--- src/rtl/axa_mon_pkg.sv ---
// Shared types and helpers for the approximate-adder error monitor.
package axa_mon_pkg;

  typedef enum logic [1:0] {
    IDLE  = 2'd0,
    RUN   = 2'd1,
    DRAIN = 2'd2,
    DONE  = 2'd3
  } state_t;

  // Error distance needs one bit more than the operands to hold a full carry mismatch.
  function automatic int ed_w(input int width);
    return width + 1;
  endfunction

  function automatic logic [63:0] sat_add(input logic [63:0] acc,
                                          input logic [63:0] inc,
                                          input int          acc_w);
    logic [63:0] lim;
    logic [63:0] s;
    lim = (acc_w >= 64) ? '1 : ((64'd1 << acc_w) - 64'd1);
    s   = acc + inc;
    return ((s > lim) || (s < acc)) ? lim : s;
  endfunction

endpackage

--- src/rtl/axa_ed_stage.sv ---
// Stage 1: exact sum, signed difference against the approximate result, |ED| register.
// One cycle latency; flush_i drops any beat in flight.
module axa_ed_stage #(
  parameter int WIDTH = 1
) (
  input  logic             clk,
  input  logic             rst_n,
  input  logic             flush_i,
  input  logic             accept_i,
  input  logic [WIDTH-1:0] op_a_i,
  input  logic [WIDTH-1:0] op_b_i,
  input  logic             cin_i,
  input  logic [WIDTH-1:0] apx_sum_i,
  input  logic             apx_cout_i,
  output logic             s1_vld_o,
  output logic [WIDTH:0]   s1_ed_o
);
  import axa_mon_pkg::*;

  localparam int ED_W = ed_w(WIDTH);

  logic [WIDTH:0]          exact;
  logic [WIDTH:0]          approx;
  logic signed [WIDTH+1:0] diff;
  logic [WIDTH:0]          ed_d;
  logic                    s1_vld_q;
  logic [WIDTH:0]          s1_ed_q;

  always_comb begin
    exact  = {1'b0, op_a_i} + {1'b0, op_b_i} + {{WIDTH{1'b0}}, cin_i};
    approx = {apx_cout_i, apx_sum_i};
    diff   = $signed({1'b0, approx}) - $signed({1'b0, exact});
    ed_d   = diff[WIDTH+1] ? ED_W'(-diff) : ED_W'(diff);
  end

  always_ff @(posedge clk) begin
    if (!rst_n || flush_i) begin
      s1_vld_q <= 1'b0;
      s1_ed_q  <= '0;
    end else begin
      s1_vld_q <= accept_i;
      if (accept_i) s1_ed_q <= ed_d;
    end
  end

  assign s1_vld_o = s1_vld_q;
  assign s1_ed_o  = s1_ed_q;

endmodule

--- src/rtl/axa_error_monitor.sv ---
// Window-based error statistics for an approximate adder's operand/result stream.
// Beat accepted at cycle t shows in the stats at t+2; in_ready is high only in RUN.
module axa_error_monitor #(
  parameter int WIDTH = 1,
  parameter int CNT_W = 16,
  parameter int ACC_W = 24
) (
  input  logic             clk,
  input  logic             rst_n,
  input  logic             start,
  input  logic             clear,
  input  logic [CNT_W-1:0] num_samples,
  input  logic             in_valid,
  output logic             in_ready,
  input  logic [WIDTH-1:0] op_a,
  input  logic [WIDTH-1:0] op_b,
  input  logic             cin,
  input  logic [WIDTH-1:0] apx_sum,
  input  logic             apx_cout,
  output logic             busy,
  output logic             done,
  output logic [CNT_W-1:0] sample_cnt,
  output logic [CNT_W-1:0] err_cnt,
  output logic [ACC_W-1:0] sum_ed,
  output logic [WIDTH:0]   max_ed
);
  import axa_mon_pkg::*;

  localparam int ED_W = ed_w(WIDTH);

  state_t           state_q, state_d;
  logic [CNT_W-1:0] n_q, n_d;
  logic [CNT_W-1:0] acc_cnt_q, acc_cnt_d;
  logic [CNT_W-1:0] sample_q, sample_d;
  logic [CNT_W-1:0] err_q, err_d;
  logic [ACC_W-1:0] sum_q, sum_d;
  logic [ED_W-1:0]  max_q, max_d;
  logic             stats_clr;
  logic             accept;
  logic             s1_vld;
  logic [ED_W-1:0]  s1_ed;

  assign in_ready = (state_q == RUN);
  assign accept   = in_valid & in_ready;

  axa_ed_stage #(.WIDTH(WIDTH)) u_ed_stage (
    .clk        (clk),
    .rst_n      (rst_n),
    .flush_i    (clear),
    .accept_i   (accept),
    .op_a_i     (op_a),
    .op_b_i     (op_b),
    .cin_i      (cin),
    .apx_sum_i  (apx_sum),
    .apx_cout_i (apx_cout),
    .s1_vld_o   (s1_vld),
    .s1_ed_o    (s1_ed)
  );

  always_comb begin
    state_d   = state_q;
    n_d       = n_q;
    acc_cnt_d = acc_cnt_q;
    stats_clr = 1'b0;
    if (clear) begin
      state_d   = IDLE;
      stats_clr = 1'b1;
    end else begin
      case (state_q)
        IDLE, DONE: begin
          if (start) begin
            stats_clr = 1'b1;
            n_d       = num_samples;
            acc_cnt_d = '0;
            state_d   = (num_samples == '0) ? DONE : RUN;
          end
        end
        RUN: begin
          if (accept) begin
            acc_cnt_d = CNT_W'(acc_cnt_q + 1'b1);
            if (CNT_W'(acc_cnt_q + 1'b1) == n_q) state_d = DRAIN;
          end
        end
        // The last beat sits in stage 1 for one DRAIN cycle and lands in the stats on the next.
        DRAIN: begin
          if (!s1_vld) state_d = DONE;
        end
        default: state_d = IDLE;
      endcase
    end
  end

  always_comb begin
    sample_d = sample_q;
    err_d    = err_q;
    sum_d    = sum_q;
    max_d    = max_q;
    if (stats_clr) begin
      sample_d = '0;
      err_d    = '0;
      sum_d    = '0;
      max_d    = '0;
    end else if (s1_vld) begin
      sample_d = CNT_W'(sample_q + 1'b1);
      err_d    = CNT_W'(err_q + CNT_W'(s1_ed != '0));
      sum_d    = ACC_W'(sat_add(64'(sum_q), 64'(s1_ed), ACC_W));
      max_d    = (s1_ed > max_q) ? s1_ed : max_q;
    end
  end

  always_ff @(posedge clk) begin
    if (!rst_n) begin
      state_q   <= IDLE;
      n_q       <= '0;
      acc_cnt_q <= '0;
      sample_q  <= '0;
      err_q     <= '0;
      sum_q     <= '0;
      max_q     <= '0;
    end else begin
      state_q   <= state_d;
      n_q       <= n_d;
      acc_cnt_q <= acc_cnt_d;
      sample_q  <= sample_d;
      err_q     <= err_d;
      sum_q     <= sum_d;
      max_q     <= max_d;
    end
  end

  assign busy       = (state_q == RUN) || (state_q == DRAIN);
  assign done       = (state_q == DONE);
  assign sample_cnt = sample_q;
  assign err_cnt    = err_q;
  assign sum_ed     = sum_q;
  assign max_ed     = max_q;

endmodule

--- config.mk ---
export PLATFORM = sky130hd
export DESIGN_NAME = axa_error_monitor
export DESIGN_NICKNAME = d
export VERILOG_FILES = /design/src/rtl/axa_mon_pkg.sv /design/src/rtl/axa_ed_stage.sv /design/src/rtl/axa_error_monitor.sv
export SDC_FILE = /design/constraint.sdc
export NUM_CORES = 1
export LEC_CHECK = 0
export ABC_AREA = 1
export ABC_CLOCK_PERIOD_IN_PS = 6800
export CAP_MARGIN = 20
export CELL_PAD_IN_SITES_DETAIL_PLACEMENT = 1
export CELL_PAD_IN_SITES_GLOBAL_PLACEMENT = 1
export CORE_ASPECT_RATIO = 1.75
export CORE_MARGIN = 5
export CORE_UTILIZATION = 42
export CTS_BUF_LIST = sky130_fd_sc_hd__clkbuf_8 sky130_fd_sc_hd__clkbuf_16
export DETAILED_ROUTE_END_ITERATION = 16
export GPL_ROUTABILITY_DRIVEN = 0
export MAX_ROUTING_LAYER = met4
export PLACE_DENSITY_LB_ADDON = 0.25
export SYNTH_ARGS = -nofsm -noshare
export SYNTH_HDL_FRONTEND = slang
export SYNTH_SLANG_ARGS = --single-unit
--- constraint.sdc ---
create_clock -name clk -period 6.8 [get_ports clk]
set_input_delay 1.02 -clock clk [delete_from_list [all_inputs] [get_ports clk]]
set_output_delay 1.02 -clock clk [all_outputs]
set_load 0.005 [all_outputs]
# Yosys cells after proc, flatten, opt, wreduce, memory -nomap -nowiden
# Index checks and enable logic that the tools add are counted.
dict set report classes {
  add_sub_neg 8
  n_mul 0
  div 0
  magnitude_cmp 3
  n_eq_ne 8
  shift 0
  n_mux 14
  n_bitwise 3
  reduce_logical 15
}
# op n
set op_table {}
lappend op_table {{16-bit by 1-bit adder with 16-bit output (second input constant)} 2}
lappend op_table {{16-bit two-way mux} 2}
lappend op_table {{16-bit one-hot mux with 2 select lines} 1}
lappend op_table {{24-bit by 2-bit adder with 25-bit output} 1}
lappend op_table {{25-bit by 24-bit greater-than comparator with 1-bit output (second input constant)} 1}
lappend op_table {{25-bit by 24-bit < comparator with 1-bit output} 1}
lappend op_table {{24-bit two-way mux} 1}
lappend op_table {{16-bit by 1-bit adder with 16-bit output} 1}
lappend op_table {{16-bit equality test} 1}
lappend op_table {{16-bit logical NOT} 1}
lappend op_table {{2-bit two-way mux} 6}
lappend op_table {{4-bit AND reduction} 2}
lappend op_table {{2-bit one-hot mux with 3 select lines} 1}
lappend op_table {{2-bit OR reduction} 3}
lappend op_table {{2-bit equality test (second input constant)} 2}
lappend op_table {{2-bit by 1-bit inequality test with 1-bit output (second input constant)} 2}
lappend op_table {{2-bit inequality test (second input constant)} 2}
lappend op_table {{2-bit nonzero test} 2}
lappend op_table {{1-bit logical OR} 3}
lappend op_table {{1-bit two-way mux} 3}
lappend op_table {{3-bit AND reduction} 1}
lappend op_table {{2-bit by 2-bit subtractor with 3-bit output} 1}
lappend op_table {{1-bit by 1-bit adder with 2-bit output} 1}
lappend op_table {{2-bit by 1-bit adder with 2-bit output} 1}
lappend op_table {{other kinds (8)} 9}
dict set report totals {
  ff_bits 95
  latch_bits 0
  ramBits 0
  romBits 0
  inputBits 26
  n_memories 0
}

# Logic depth before layout (Yosys ltp)
# Gate-level depths: netlist of run 1.
dict set report logic_depth {
  ltp_word 5
  mapped_depth 21
  ltp_nobuf 20
}

# Modules after synthesis
# From an unflattened synthesis of run 1, not the netlist that was laid out.
dict set report unflattened {
  cells_unflattened 913
  hier_area_um2 6063.3
}
# module instances cells_each area_per_inst_um2 seq_area_each_um2
set by_module_without_submodules {}
lappend by_module_without_submodules {axa_error_monitor 1 888 5851.9 1841.8}
lappend by_module_without_submodules {axa_ed_stage 1 25 211.5 60.1}

# Worst setup path before layout of run 1
# No wires, ideal clock.
dict set report synth_path {
  path_kind {register -> register}
  startpoint {register sum_q[1] (netlist: sum_ed[1])}
  endpoint {register sum_q[3] (netlist: sum_ed[3])}
  arrival_ns 2.957
  t_required_ns 6.691
  setup_slack_ns 3.734
  stages_incl_launch_ff 22
  path_buffers 1
  path_cell_list {dfxtp_1 > ha_1 > a21oi_1 > nor2_1 > inv_1 > nor4_2 > nand2_1 > nor3_1 > and3_1 > nand2_1 > nor3_1 > ha_1 > xnor2_1 > nor2_1 > nand3_1 > nor2_1 > nand3_1 > nand3_2 > buf_6 > nand3_2 > nand2_1 > inv_1}
}
dict set report synth_between {
  elab_chain_len 4
}
# item line
set synth_lines {}
lappend synth_lines {{start: declaration} axa_error_monitor.sv:36} ;# logic [ACC_W-1:0] sum_q, sum_d;
lappend synth_lines {{start signal: assignment} axa_error_monitor.sv:126} ;# sum_q <= sum_d;
lappend synth_lines {{24-bit by 2-bit adder with 25-bit output} axa_mon_pkg.sv:22} ;# s = acc + inc;
lappend synth_lines {{25-bit by 24-bit greater-than comparator with 1-bit output / 25-bit by 24-bit < comparator with 1-bit output (equally long branches)} axa_mon_pkg.sv:23} ;# return ((s > lim) || (s < acc)) ? lim : s;
lappend synth_lines {{1-bit logical OR} axa_mon_pkg.sv:23}
lappend synth_lines {{24-bit two-way mux (*)} axa_mon_pkg.sv:23}
# Every way passes the cells marked *; elsewhere a longest branch is shown, timed or not.
# A chain may end at the register's enable or synchronous reset.

# Worst setup path in the final report of run 1
dict set report layout_path {
  startpoint {register u_ed_stage.s1_ed_q[1] (netlist: u_ed_stage.s1_ed_o[1])}
  endpoint {register sum_q[14] (netlist: sum_ed[14])}
}
dict set report layout_between {
  elab_chain_len 4
}
# item line
set layout_lines {}
lappend layout_lines {{start: declaration} axa_ed_stage.sv:27} ;# logic [WIDTH:0] s1_ed_q;
lappend layout_lines {{start signal: assignment} axa_ed_stage.sv:39} ;# s1_ed_q <= '0;
lappend layout_lines {{start signal: assignment} axa_ed_stage.sv:42} ;# if (accept_i) s1_ed_q <= ed_d;
lappend layout_lines {{24-bit by 2-bit adder with 25-bit output (*)} axa_mon_pkg.sv:22}
lappend layout_lines {{25-bit by 24-bit greater-than comparator with 1-bit output / 25-bit by 24-bit < comparator with 1-bit output (equally long branches)} axa_mon_pkg.sv:23}
lappend layout_lines {{1-bit logical OR} axa_mon_pkg.sv:23}
lappend layout_lines {{24-bit two-way mux (*)} axa_mon_pkg.sv:23}
# Marked as above.

==> impl_metrics.env, run 1 <==
export IMPL_grt_pass1_vias=6386
export IMPL_timing_critical_path_required_ps=7090
export IMPL_root_buffer="sky130_fd_sc_hd__clkbuf_16"
export IMPL_critPathMaxFanout=24
export IMPL_critical_path_class="flip-flop to flip-flop"
export IMPL_setup_repair_after_global_routing_missed_its_margin="false"
export IMPL_num_vias=6098
export IMPL_postSynthAreaPerCell_sq_um=6.58
export IMPL_arrival_ps=4430
export IMPL_tns_ps=0
export IMPL_ioPinCount=87
export IMPL_grt_total_usage=0.230
export IMPL_synth_area_leader_cell="sky130_fd_sc_hd__dfxtp_1"
export IMPL_critPathLaunch="u_ed_stage.s1_ed_o[1]$_SDFFE_PP0P_"
export IMPL_final_nets=1042
export IMPL_holdCritPathClass="flip-flop to flip-flop"
export IMPL_postRouteAntennaNets=0
export IMPL_timing_final_hold_violations=0
export IMPL_synth_top_cells_by_area="sky130_fd_sc_hd__dfxtp_1 32%, sky130_fd_sc_hd__nand2_1 13%, sky130_fd_sc_hd__inv_1 9.2%"
export IMPL_proportion_of_layout_cells_with_a_drive_suffix_above_1=0.0666
export IMPL_route_detailed_vias_per_inst=5.22
export IMPL_tightestPinTransition_ps=1010
export IMPL_clk_latency_ps=360
export IMPL_yosys_cell_types_count=42
export IMPL_place_inst=1152
export IMPL_rows=57
export IMPL_filler_cell_count=1891
export IMPL_drcViolationCount=0
export IMPL_layout_cells_non_filler=1168
export IMPL_flow_area_growth_from_synthesis_pct=22.0
export IMPL_crit_path_start_kind="flip-flop"
export IMPL_power_per_cell_area_nw_per_um2=170
export IMPL_worst_clock_skew_ps=10.8
export IMPL_tritoncts_num_buffers=9
export IMPL_report_final_slew_viol_count=0
export IMPL_reg2regPathDepth=19
export IMPL_floorplan_die_width_um=100
export IMPL_clock_sinks=95
export IMPL_mostFrequentLayoutCell="sky130_fd_sc_hd__nand2_1"
export IMPL_yosysWarningCount=0
export IMPL_cts_htree_levels=3
export IMPL_syn_area_sq_um=5960
export IMPL_static_leakage_uw=0.00299
export IMPL_initial_utilization=0.429
export IMPL_regArea_sq_um=1900
export IMPL_post_cts_setup_buffers=0
export IMPL_min_delay_start="n_q[15]$_SDFFE_PN0P_"
export IMPL_setup_viol=0
export IMPL_place_hpwl_um=14400
export IMPL_drt_pre_antenna_iters=4
export IMPL_max_freq_mhz=242
export IMPL_portBuffers=86
export IMPL_n_antenna_cell=0
export IMPL_multi_input_comb_area_sq_um=3380
export IMPL_syn_inst=907
export IMPL_mostFrequentLayoutCells="199 x sky130_fd_sc_hd__nand2_1, 146 x sky130_fd_sc_hd__inv_1, 103 x sky130_fd_sc_hd__nor2_1"
export IMPL_netlist_area_leader_share=0.319
export IMPL_outcome="completed"
export IMPL_grt_antenna_before_repair=0
export IMPL_postSynthNetCount=963
export IMPL_tritoncts="yes"
export IMPL_cts_path_max_buffers=2
export IMPL_post_route_min_period_ps=4140
export IMPL_coreArea_sq_um=13900
export IMPL_fp_dieArea_sq_um=16800
export IMPL_period_share=0.608
export IMPL_r2r_slack_ps=2660
export IMPL_cap_viol_max_count=0
export IMPL_rr_endpoint="sum_ed[14]$_SDFFE_PP0P_"
export IMPL_routed_wl_um=18200
export IMPL_grt_first_pass_wirelength_um=30300
export IMPL_grt_max_degree=38
export IMPL_avgRoutedWirePerCell_um=15.6
export IMPL_power_uw=1230
export IMPL_cts_clk_slew_worst_paths_ps=70
export IMPL_slew_headroom=0.326
export IMPL_type_of_element_capturing_the_critical_path="flip-flop"
export IMPL_hold_buffers=0
export IMPL_initialDrtViolationCount=197
export IMPL_post_route_cell_area_sq_um=7280
export IMPL_cts_resized=0
export IMPL_post_dp_cell_area_sq_um=6970
export IMPL_worstReg2RegStart="u_ed_stage.s1_ed_o[1]$_SDFFE_PP0P_"
export IMPL_grt_overflow_total=0
export IMPL_die_h_um=168
export IMPL_cp_endpoint="sum_ed[14]$_SDFFE_PP0P_"
export IMPL_synth_seq_area_share=0.319
export IMPL_irDropWorstVdd_v=0.000106
export IMPL_number_of_synthesized_register_bits=95
[critical path: stages, from the launching register on]
cell and delay (ps):
sky130_fd_sc_hd__dfxtp_1 400, sky130_fd_sc_hd__ha_1 320, sky130_fd_sc_hd__a21oi_1 80, sky130_fd_sc_hd__nor2_1 160
sky130_fd_sc_hd__inv_1 100, sky130_fd_sc_hd__nor4_2 200, sky130_fd_sc_hd__nand2_1 150, sky130_fd_sc_hd__nor3_1 240
sky130_fd_sc_hd__and3_1 230, sky130_fd_sc_hd__nand2_1 130, sky130_fd_sc_hd__nor3_1 270, sky130_fd_sc_hd__ha_1 320
sky130_fd_sc_hd__xor2_1 160, sky130_fd_sc_hd__nand3_1 110, sky130_fd_sc_hd__inv_1 60, sky130_fd_sc_hd__a21oi_2 140
sky130_fd_sc_hd__nand3_2 630, sky130_fd_sc_hd__nand3_2 240, sky130_fd_sc_hd__nand2_1 80, sky130_fd_sc_hd__inv_1 60
[layout make-up]
class,count,share of cell area
Timing Repair Buffer,90,0.122
Clock buffer,9,0.0309
Tap cell,177,0.0304
Inverter,152,0.0787
Sequential cell,95,0.261
Multi-Input combinational cell,638,0.464
Clock inverter,7,0.0119
[registers in the layout, summed over array words and instances, names as in the netlist]
name and flops:
u_ed_stage.s1_vld_o 1, n_q 16, state_q 2, max_ed 2, err_cnt 16, sum_ed 24, acc_cnt_q 16, u_ed_stage.s1_ed_o 2
sample_cnt 16
[metrics by stage]
step            util  setup slack (ps)  hold slack (ps)
4_1_cts        0.523              2580              479
6_report       0.523              2660              476
3_3_place_gp   0.500              2730              459
3_5_place_dp   0.501              2670              469
5_1_grt        0.523              2190              507
2_1_floorplan      -              3730              442
[per-layer routing]
layer	part of all wire	GRT usage
met1	0.35	0.210
met2	0.60	0.470
met3	0.018	0.0204
met4	0.032	0.0874
met5	0	-
[power breakdown]
part           internal (uW)  switching [uW]  total (uW)
sequential               566            9.53         576
clock                    294             245         539
combinational           47.1            72.0         119
total                    907             327        1230
[worst min path at each step]
| stage | endpoint | slack (ps) | cells after the start |
|---|---|---|---|
| 2_1_floorplan | n_q[3]$_SDFFE_PN0P_ | 440 | 2 |
| 3_3_place_gp | n_q[7]$_SDFFE_PN0P_ | 460 | 2 |
| 3_5_place_dp | n_q[12]$_SDFFE_PN0P_ | 470 | 2 |
| 4_1_cts | n_q[12]$_SDFFE_PN0P_ | 480 | 2 |
| 5_1_grt | n_q[7]$_SDFFE_PN0P_ | 510 | 2 |
| 6_report | n_q[15]$_SDFFE_PN0P_ | 480 | 2 |
[synth_stat cells]
| cell | number |
|---|---|
| sky130_fd_sc_hd__a21oi_1 | 88 |
| sky130_fd_sc_hd__dfxtp_1 | 95 |
| sky130_fd_sc_hd__clkinv_1 | 1 |
| sky130_fd_sc_hd__buf_6 | 2 |
| sky130_fd_sc_hd__a22oi_1 | 2 |
| sky130_fd_sc_hd__or2_2 | 4 |
| sky130_fd_sc_hd__buf_1 | 1 |
| sky130_fd_sc_hd__clkbuf_2 | 1 |
| sky130_fd_sc_hd__a21oi_2 | 1 |
| sky130_fd_sc_hd__nand2_1 | 199 |
| sky130_fd_sc_hd__inv_1 | 146 |
| sky130_fd_sc_hd__a211oi_1 | 1 |
| sky130_fd_sc_hd__nand4_1 | 10 |
| sky130_fd_sc_hd__nor3b_1 | 2 |
| sky130_fd_sc_hd__nor2_2 | 2 |
| sky130_fd_sc_hd__xnor2_1 | 4 |
| sky130_fd_sc_hd__nand2_4 | 1 |
| sky130_fd_sc_hd__and3_1 | 3 |
| sky130_fd_sc_hd__nor2_1 | 103 |
| sky130_fd_sc_hd__nor2_4 | 2 |
| sky130_fd_sc_hd__clkbuf_1 | 14 |
| sky130_fd_sc_hd__xor2_1 | 14 |
| sky130_fd_sc_hd__nor2_8 | 2 |
| sky130_fd_sc_hd__nor3_1 | 22 |
| sky130_fd_sc_hd__nand2_2 | 6 |
| sky130_fd_sc_hd__nor4_2 | 1 |
| sky130_fd_sc_hd__o22ai_1 | 1 |
| sky130_fd_sc_hd__o21a_1 | 2 |
| sky130_fd_sc_hd__nand3b_1 | 4 |
| sky130_fd_sc_hd__inv_4 | 1 |
| sky130_fd_sc_hd__o21ai_1 | 1 |
| sky130_fd_sc_hd__nand3_1 | 57 |
| sky130_fd_sc_hd__o21bai_1 | 1 |
| sky130_fd_sc_hd__o21ai_0 | 47 |
| sky130_fd_sc_hd__nor4_1 | 5 |
| sky130_fd_sc_hd__inv_2 | 4 |
| sky130_fd_sc_hd__buf_2 | 2 |
| sky130_fd_sc_hd__nand3_2 | 22 |
| sky130_fd_sc_hd__fa_1 | 4 |
| sky130_fd_sc_hd__buf_4 | 2 |
| sky130_fd_sc_hd__ha_1 | 26 |
| sky130_fd_sc_hd__a41oi_1 | 1 |
[kinds of logic after synthesis]
family,after synthesis,synth area share
compound gates,145,0.126
fa+ha+maj,30,0.0680
buf+inv,174,0.114
simple gates,445,0.347
flops,95,0.319
xor+xnor,18,0.0264
Note: power is estimated with default switching activity, not from simulation.
==> run 2: changes to the inputs <==
ABC_CLOCK_PERIOD_IN_PS = 3340   (was 6800)
CORE_UTILIZATION = 35   (was 42)
clock period = 3.34 ns   (was 6.8 ns; I/O delays follow)
==> impl_metrics.env, run 2 (same netlist as run 1, synthesis figures left out) <==
export IMPL_tritoncts="yes"
export IMPL_portBuffers=86
export IMPL_num_vias=6178
export IMPL_worstReg2RegStart="u_ed_stage.s1_ed_o[1]$_SDFFE_PP0P_"
export IMPL_largest_reg_flops=24
export IMPL_mostFrequentLayoutCell="sky130_fd_sc_hd__nand2_1"
export IMPL_mostFrequentLayoutCells="195 x sky130_fd_sc_hd__nand2_1, 145 x sky130_fd_sc_hd__inv_1, 96 x sky130_fd_sc_hd__nor2_1"
export IMPL_rr_endpoint="sum_ed[13]$_SDFFE_PP0P_"
export IMPL_rows=63
export IMPL_crit_path_start_kind="flip-flop"
export IMPL_irDropWorstVdd_v=0.000246
export IMPL_grt_max_degree=38
export IMPL_cts_path_max_buffers=2
export IMPL_timing_critical_path_required_ps=3580
export IMPL_timing_final_hold_violations=0
export IMPL_r2r_slack_ps=90
export IMPL_floorplan_die_width_um=109
export IMPL_cts_htree_levels=3
export IMPL_clk_latency_ps=340
export IMPL_report_final_slew_viol_count=0
export IMPL_flow_area_growth_from_synthesis_pct=30.6
export IMPL_proportion_of_layout_cells_with_a_drive_suffix_above_1=0.125
export IMPL_regArea_sq_um=1900
export IMPL_reg2regPathDepth=21
export IMPL_clock_sinks=95
export IMPL_cap_viol_max_count=0
export IMPL_tritoncts_num_buffers=9
export IMPL_setup_ws_ps=92.9
export IMPL_cts_clk_slew_worst_paths_ps=70
export IMPL_initialDrtViolationCount=169
export IMPL_layout_cells_non_filler=1248
export IMPL_n_antenna_cell=0
export IMPL_slew_headroom=0.506
export IMPL_routed_wl_um=19200
export IMPL_final_nets=1072
export IMPL_finish_utilization=0.462
export IMPL_period_share=0.972
export IMPL_coreArea_sq_um=16900
export IMPL_post_dp_cell_area_sq_um=7190
export IMPL_grt_first_pass_wirelength_um=30700
export IMPL_multi_input_comb_area_sq_um=3580
export IMPL_cp_endpoint="sum_ed[13]$_SDFFE_PP0P_"
export IMPL_initial_utilization=0.354
export IMPL_type_of_element_capturing_the_critical_path="flip-flop"
export IMPL_arrival_ps=3490
export IMPL_tightestPinTransition_ps=740
export IMPL_static_leakage_uw=0.00323
export IMPL_setup_viol=0
export IMPL_place_inst=1222
export IMPL_postRouteAntennaNets=0
export IMPL_die_h_um=183
export IMPL_worst_clock_skew_ps=9.68
export IMPL_route_detailed_vias_per_inst=4.95
export IMPL_holdCritPathClass="flip-flop to flip-flop"
export IMPL_grt_pass1_vias=6456
export IMPL_grt_overflow_total=0
export IMPL_root_buffer="sky130_fd_sc_hd__clkbuf_16"
export IMPL_grt_antenna_before_repair=0
export IMPL_outcome="completed"
export IMPL_critical_path_class="flip-flop to flip-flop"
export IMPL_place_hpwl_um=14900
export IMPL_power_per_cell_area_nw_per_um2=318
export IMPL_drcViolationCount=0
export IMPL_drt_pre_antenna_iters=4
export IMPL_dp_worst_setup_slack_ps=-150
export IMPL_critPathMaxFanout=8
export IMPL_setup_repair_after_global_routing_missed_its_margin="true"
export IMPL_critPathLaunch="u_ed_stage.s1_ed_o[1]$_SDFFE_PP0P_"
export IMPL_fp_dieArea_sq_um=19900
export IMPL_avgRoutedWirePerCell_um=15.4
export IMPL_max_freq_mhz=308
export IMPL_post_route_min_period_ps=3250
export IMPL_filler_cell_count=2224
export IMPL_post_route_cell_area_sq_um=7790
export IMPL_ioPinCount=87
export IMPL_grt_total_usage=0.201
export IMPL_hold_buffers=0
## run 2: changes by cell type in the layout (fill, tap and decap cells not counted), moves of 4 or more
| cell | delta |
|---|---|
| sky130_fd_sc_hd__nor2_1 | -7 |
| sky130_fd_sc_hd__nand2_1 | -4 |
| sky130_fd_sc_hd__ha_1 | -4 |
| sky130_fd_sc_hd__nor2_2 | +4 |
| sky130_fd_sc_hd__nand3_1 | -5 |
| sky130_fd_sc_hd__buf_4 | +25 |
| sky130_fd_sc_hd__nand3_2 | +4 |
## run 2: how the worst min path moves through the flow
stage | depth (start not counted) | slack, ps | endpoint | startpoint
after floorplan | 2 | 440 | n_q[3]$_SDFFE_PN0P_ | n_q[3]$_SDFFE_PN0P_
after global placement | 2 | 460 | n_q[12]$_SDFFE_PN0P_ | n_q[12]$_SDFFE_PN0P_
after detailed placement | 2 | 460 | sample_cnt[15]$_SDFFE_PP0P_ | sample_cnt[15]$_SDFFE_PP0P_
after CTS | 2 | 470 | sample_cnt[15]$_SDFFE_PP0P_ | sample_cnt[15]$_SDFFE_PP0P_
after global routing | 2 | 500 | sample_cnt[15]$_SDFFE_PP0P_ | sample_cnt[15]$_SDFFE_PP0P_
final | 2 | 470 | sample_cnt[15]$_SDFFE_PP0P_ | sample_cnt[15]$_SDFFE_PP0P_
## run 2: worst max-delay path, cell delays in order, from the launching register on
cell and delay, ps:
sky130_fd_sc_hd__dfxtp_2 340, sky130_fd_sc_hd__ha_4 270, sky130_fd_sc_hd__a21oi_4 50, sky130_fd_sc_hd__nor2_2 120, sky130_fd_sc_hd__inv_2 70, sky130_fd_sc_hd__nor4_4 150
sky130_fd_sc_hd__nand2_1 120, sky130_fd_sc_hd__nor3_2 160, sky130_fd_sc_hd__and3_4 250, sky130_fd_sc_hd__nand2_8 70, sky130_fd_sc_hd__nor3_4 150, sky130_fd_sc_hd__ha_4 240
sky130_fd_sc_hd__xnor2_2 130, sky130_fd_sc_hd__nor2_2 160, sky130_fd_sc_hd__nand3_2 120, sky130_fd_sc_hd__nor2_4 130, sky130_fd_sc_hd__nand3_2 110, sky130_fd_sc_hd__nand3_4 160
sky130_fd_sc_hd__buf_12 150, sky130_fd_sc_hd__nand3_2 70, sky130_fd_sc_hd__nand2_2 70, sky130_fd_sc_hd__inv_1 40
## run 2: timing repair
action                                  in CTS  in global routing
endpoints found under the setup margin      23                 24
gates cloned                                 1                  0
setup buffers                               10                  3
pin swaps                                    1                  3
hold endpoints to repair                     0                  0
resized for setup                           11                 37
## run 2: cell type report
| type | instances | share of cell area |
|---|---|---|
| Multi-Input combinational cell | 638 | 0.460 |
| Sequential cell | 95 | 0.245 |
| Timing Repair Buffer | 120 | 0.148 |
| Inverter | 152 | 0.0736 |
| Tap cell | 227 | 0.0365 |
| Clock buffer | 9 | 0.0289 |
| Clock inverter | 7 | 0.00852 |
## run 2: power breakdown
| part | switching [uW] | internal, uW |
|---|---|---|
| registers | 17.3 | 1150 |
| clock network | 505 | 523 |
| logic | 159 | 117 |
## run 2: routing by layer
layer / vias up / routed length [um] / GRT usage
li1: 3120 / - / -
met1: 2944 / 6730 / 0.179
met2: 80 / 11400 / 0.413
met3: 34 / 304 / 0.0184
met4: 0 / 720 / 0.0804
met5: - / 0 / -
## run 2: through the flow
| stage | setup TNS [ps] | total power, uW | hold WS, ps |
|---|---|---|---|
| floorplan | 0 | 1350 | 442 |
| global placement | 0 | 1460 | 460 |
| detailed placement | -3090 | 1460 | 459 |
| CTS | -215 | 2520 | 471 |
| global route | -2630 | 2580 | 503 |
| finish | 0 | 2470 | 466 |
==> run 3: changes to the inputs <==
CELL_PAD_IN_SITES_DETAIL_PLACEMENT = default   (was 1)
CELL_PAD_IN_SITES_GLOBAL_PLACEMENT = default   (was 1)
CORE_ASPECT_RATIO = 1.5   (was 1.75)
CORE_UTILIZATION = 50   (was 35)
==> impl_metrics.env, run 3 (same netlist as run 1, synthesis figures left out) <==
export IMPL_cp_slowest_stage_delay_ps=340
export IMPL_portBuffers=86
export IMPL_post_route_min_period_ps=3500
export IMPL_wl_met2_um=8380
export IMPL_mostFrequentLayoutCell="sky130_fd_sc_hd__nand2_1"
export IMPL_final_nets=1060
export IMPL_holdCritPathClass="flip-flop to flip-flop"
export IMPL_grt_max_degree=38
export IMPL_rows=49
export IMPL_critical_path_class="flip-flop to flip-flop"
export IMPL_mostFrequentLayoutCells="196 x sky130_fd_sc_hd__nand2_1, 145 x sky130_fd_sc_hd__inv_1, 102 x sky130_fd_sc_hd__nor2_1"
export IMPL_report_final_slew_viol_count=0
export IMPL_die_h_um=144
export IMPL_met3WireLength_um=656
export IMPL_setup_repair_after_global_routing_missed_its_margin="true"
export IMPL_grt_first_pass_wirelength_um=24800
export IMPL_root_buffer="sky130_fd_sc_hd__clkbuf_16"
export IMPL_grt_overflow_total=0
export IMPL_postRouteAntennaNets=0
export IMPL_setup_viol=24
export IMPL_crit_path_start_kind="flip-flop"
export IMPL_slew_headroom=0.526
export IMPL_static_leakage_uw=0.00312
export IMPL_post_route_cell_area_sq_um=7500
export IMPL_period_share=1.05
export IMPL_proportion_of_layout_cells_with_a_drive_suffix_above_1=0.0991
export IMPL_tightestPinTransition_ps=710
export IMPL_cts_htree_levels=3
export IMPL_arrival_ps=3750
export IMPL_largest_reg_flops=24
export IMPL_drcViolationCount=0
export IMPL_grt_pass1_vias=5625
export IMPL_tns_ps=-3270
export IMPL_failed_checks="setup timing"
export IMPL_routed_wl_um=15300
export IMPL_drt_pre_antenna_iters=5
export IMPL_n_antenna_cell=0
export IMPL_irDropWorstVdd_v=0.000220
export IMPL_worst_clock_skew_ps=5.82
export IMPL_cts_path_max_buffers=2
export IMPL_outcome="complete, but fails checks"
export IMPL_ioPinCount=87
export IMPL_highest_signal_layer="met4"
export IMPL_fp_dieArea_sq_um=14300
export IMPL_route_detailed_vias_per_inst=5.14
export IMPL_clock_sinks=95
export IMPL_avgRoutedWirePerCell_um=13.2
export IMPL_met1_length_um=5810
export IMPL_timing_final_hold_violations=0
export IMPL_initialDrtViolationCount=178
export IMPL_type_of_element_capturing_the_critical_path="flip-flop"
export IMPL_initial_utilization=0.504
export IMPL_max_freq_mhz=286
export IMPL_place_hpwl_um=11500
export IMPL_tritoncts="yes"
export IMPL_critPathSlowestCell="sky130_fd_sc_hd__dfxtp_2"
export IMPL_coreArea_sq_um=11800
export IMPL_power_per_cell_area_nw_per_um2=325
export IMPL_setup_ws_ps=-160
export IMPL_timing_critical_path_required_ps=3590
export IMPL_grt_total_usage=0.218
export IMPL_critPathMaxFanout=6
export IMPL_num_vias=5971
export IMPL_tritoncts_num_buffers=9
export IMPL_grt_antenna_before_repair=0
export IMPL_flow_area_growth_from_synthesis_pct=25.7
export IMPL_clk_latency_ps=350
export IMPL_finish_utilization=0.634
export IMPL_cts_clk_slew_worst_paths_ps=70
export IMPL_path_cells="ha_4, a21oi_2, nor2_1, inv_1, nor4_4, nand2_1, nor3_2, and3_4, nand2_4, nor3_4, ha_1, xnor2_1, nor2_1, nand3_1, nor2_2, nand3_2, nand3_4, clkbuf_16, nand3_2, nand2_1, inv_1"
export IMPL_post_dp_cell_area_sq_um=7030
export IMPL_floorplan_die_width_um=99.2
export IMPL_cap_viol_max_count=0
## run 3: changes by cell type in the layout (fill, tap and decap cells not counted), sizes merged
cell and change:
clkinvlp +4, clkinv -3, buf -13, clkbuf +1, inv -1
## run 3: worst paths after layout
check | cells past startpoint | startpoint | slack [ps] | endpoint
setup reg to reg | 21 | sum_ed[1]$_SDFFE_PP0P_ | -160 | sum_ed[14]$_SDFFE_PP0P_
hold reg to reg | 2 | n_q[7]$_SDFFE_PN0P_ | 470 | n_q[7]$_SDFFE_PN0P_
setup / recovery | 21 | sum_ed[1]$_SDFFE_PP0P_ | -160 | sum_ed[14]$_SDFFE_PP0P_
hold / removal | 2 | n_q[7]$_SDFFE_PN0P_ | 470 | n_q[7]$_SDFFE_PN0P_
## run 3: critical path: cells and delay by family (launching register included)
kind | cells | cell delay (ps)
compound gates | 1 | 50
xor+xnor | 1 | 140
fa+ha+maj | 2 | 540
buf+inv | 3 | 310
flops | 1 | 340
simple gates | 14 | 2000
## run 3: metal layers
metal / vias to the layer above / GRT usage
met5: - / -
met4: 0 / 0.0892
met3: 39 / 0.0330
met2: 141 / 0.407
met1: 2694 / 0.225
li1: 3097 / -
## run 3: area by class of cell
cell class | instances | area (sq um)
tap | 153 | 191
fill | 1086 | 4330
sequential | 95 | 1900
timing repair buffer | 108 | 1060
clock buffer | 9 | 225
inverter | 152 | 573
multi-input combinational | 638 | 3480
clock inverter | 7 | 57.6
## run 3: power breakdown
group          total, uW  internal (uW)  switching, uW
Sequential          1170           1150           16.6
Combinational        260            115            145
Clock               1010            513            492
Total               2430           1780            653
## run 3: stage by stage
| step | total power (uW) | cells | hold WS, ps | setup WS [ps] |
|---|---|---|---|---|
| 2_1_floorplan | 1350 | 907 | 442 | 274 |
| 3_3_place_gp | 1440 | 1139 | 455 | 52.4 |
| 3_5_place_dp | 1440 | 1139 | 458 | -89.9 |
| 4_1_cts | 2440 | 1158 | 468 | 18.8 |
| 5_1_grt | 2540 | 1162 | 496 | -331 |
| 6_report | 2430 | 1162 | 467 | -160 |
## run 3: what timing repair did
action,in CTS,in global routing
buffers inserted,3,3
cloned,0,1
resized for setup,5,19
hold buffers,0,0
pin swaps,2,17
endpoints found under the setup margin,24,24
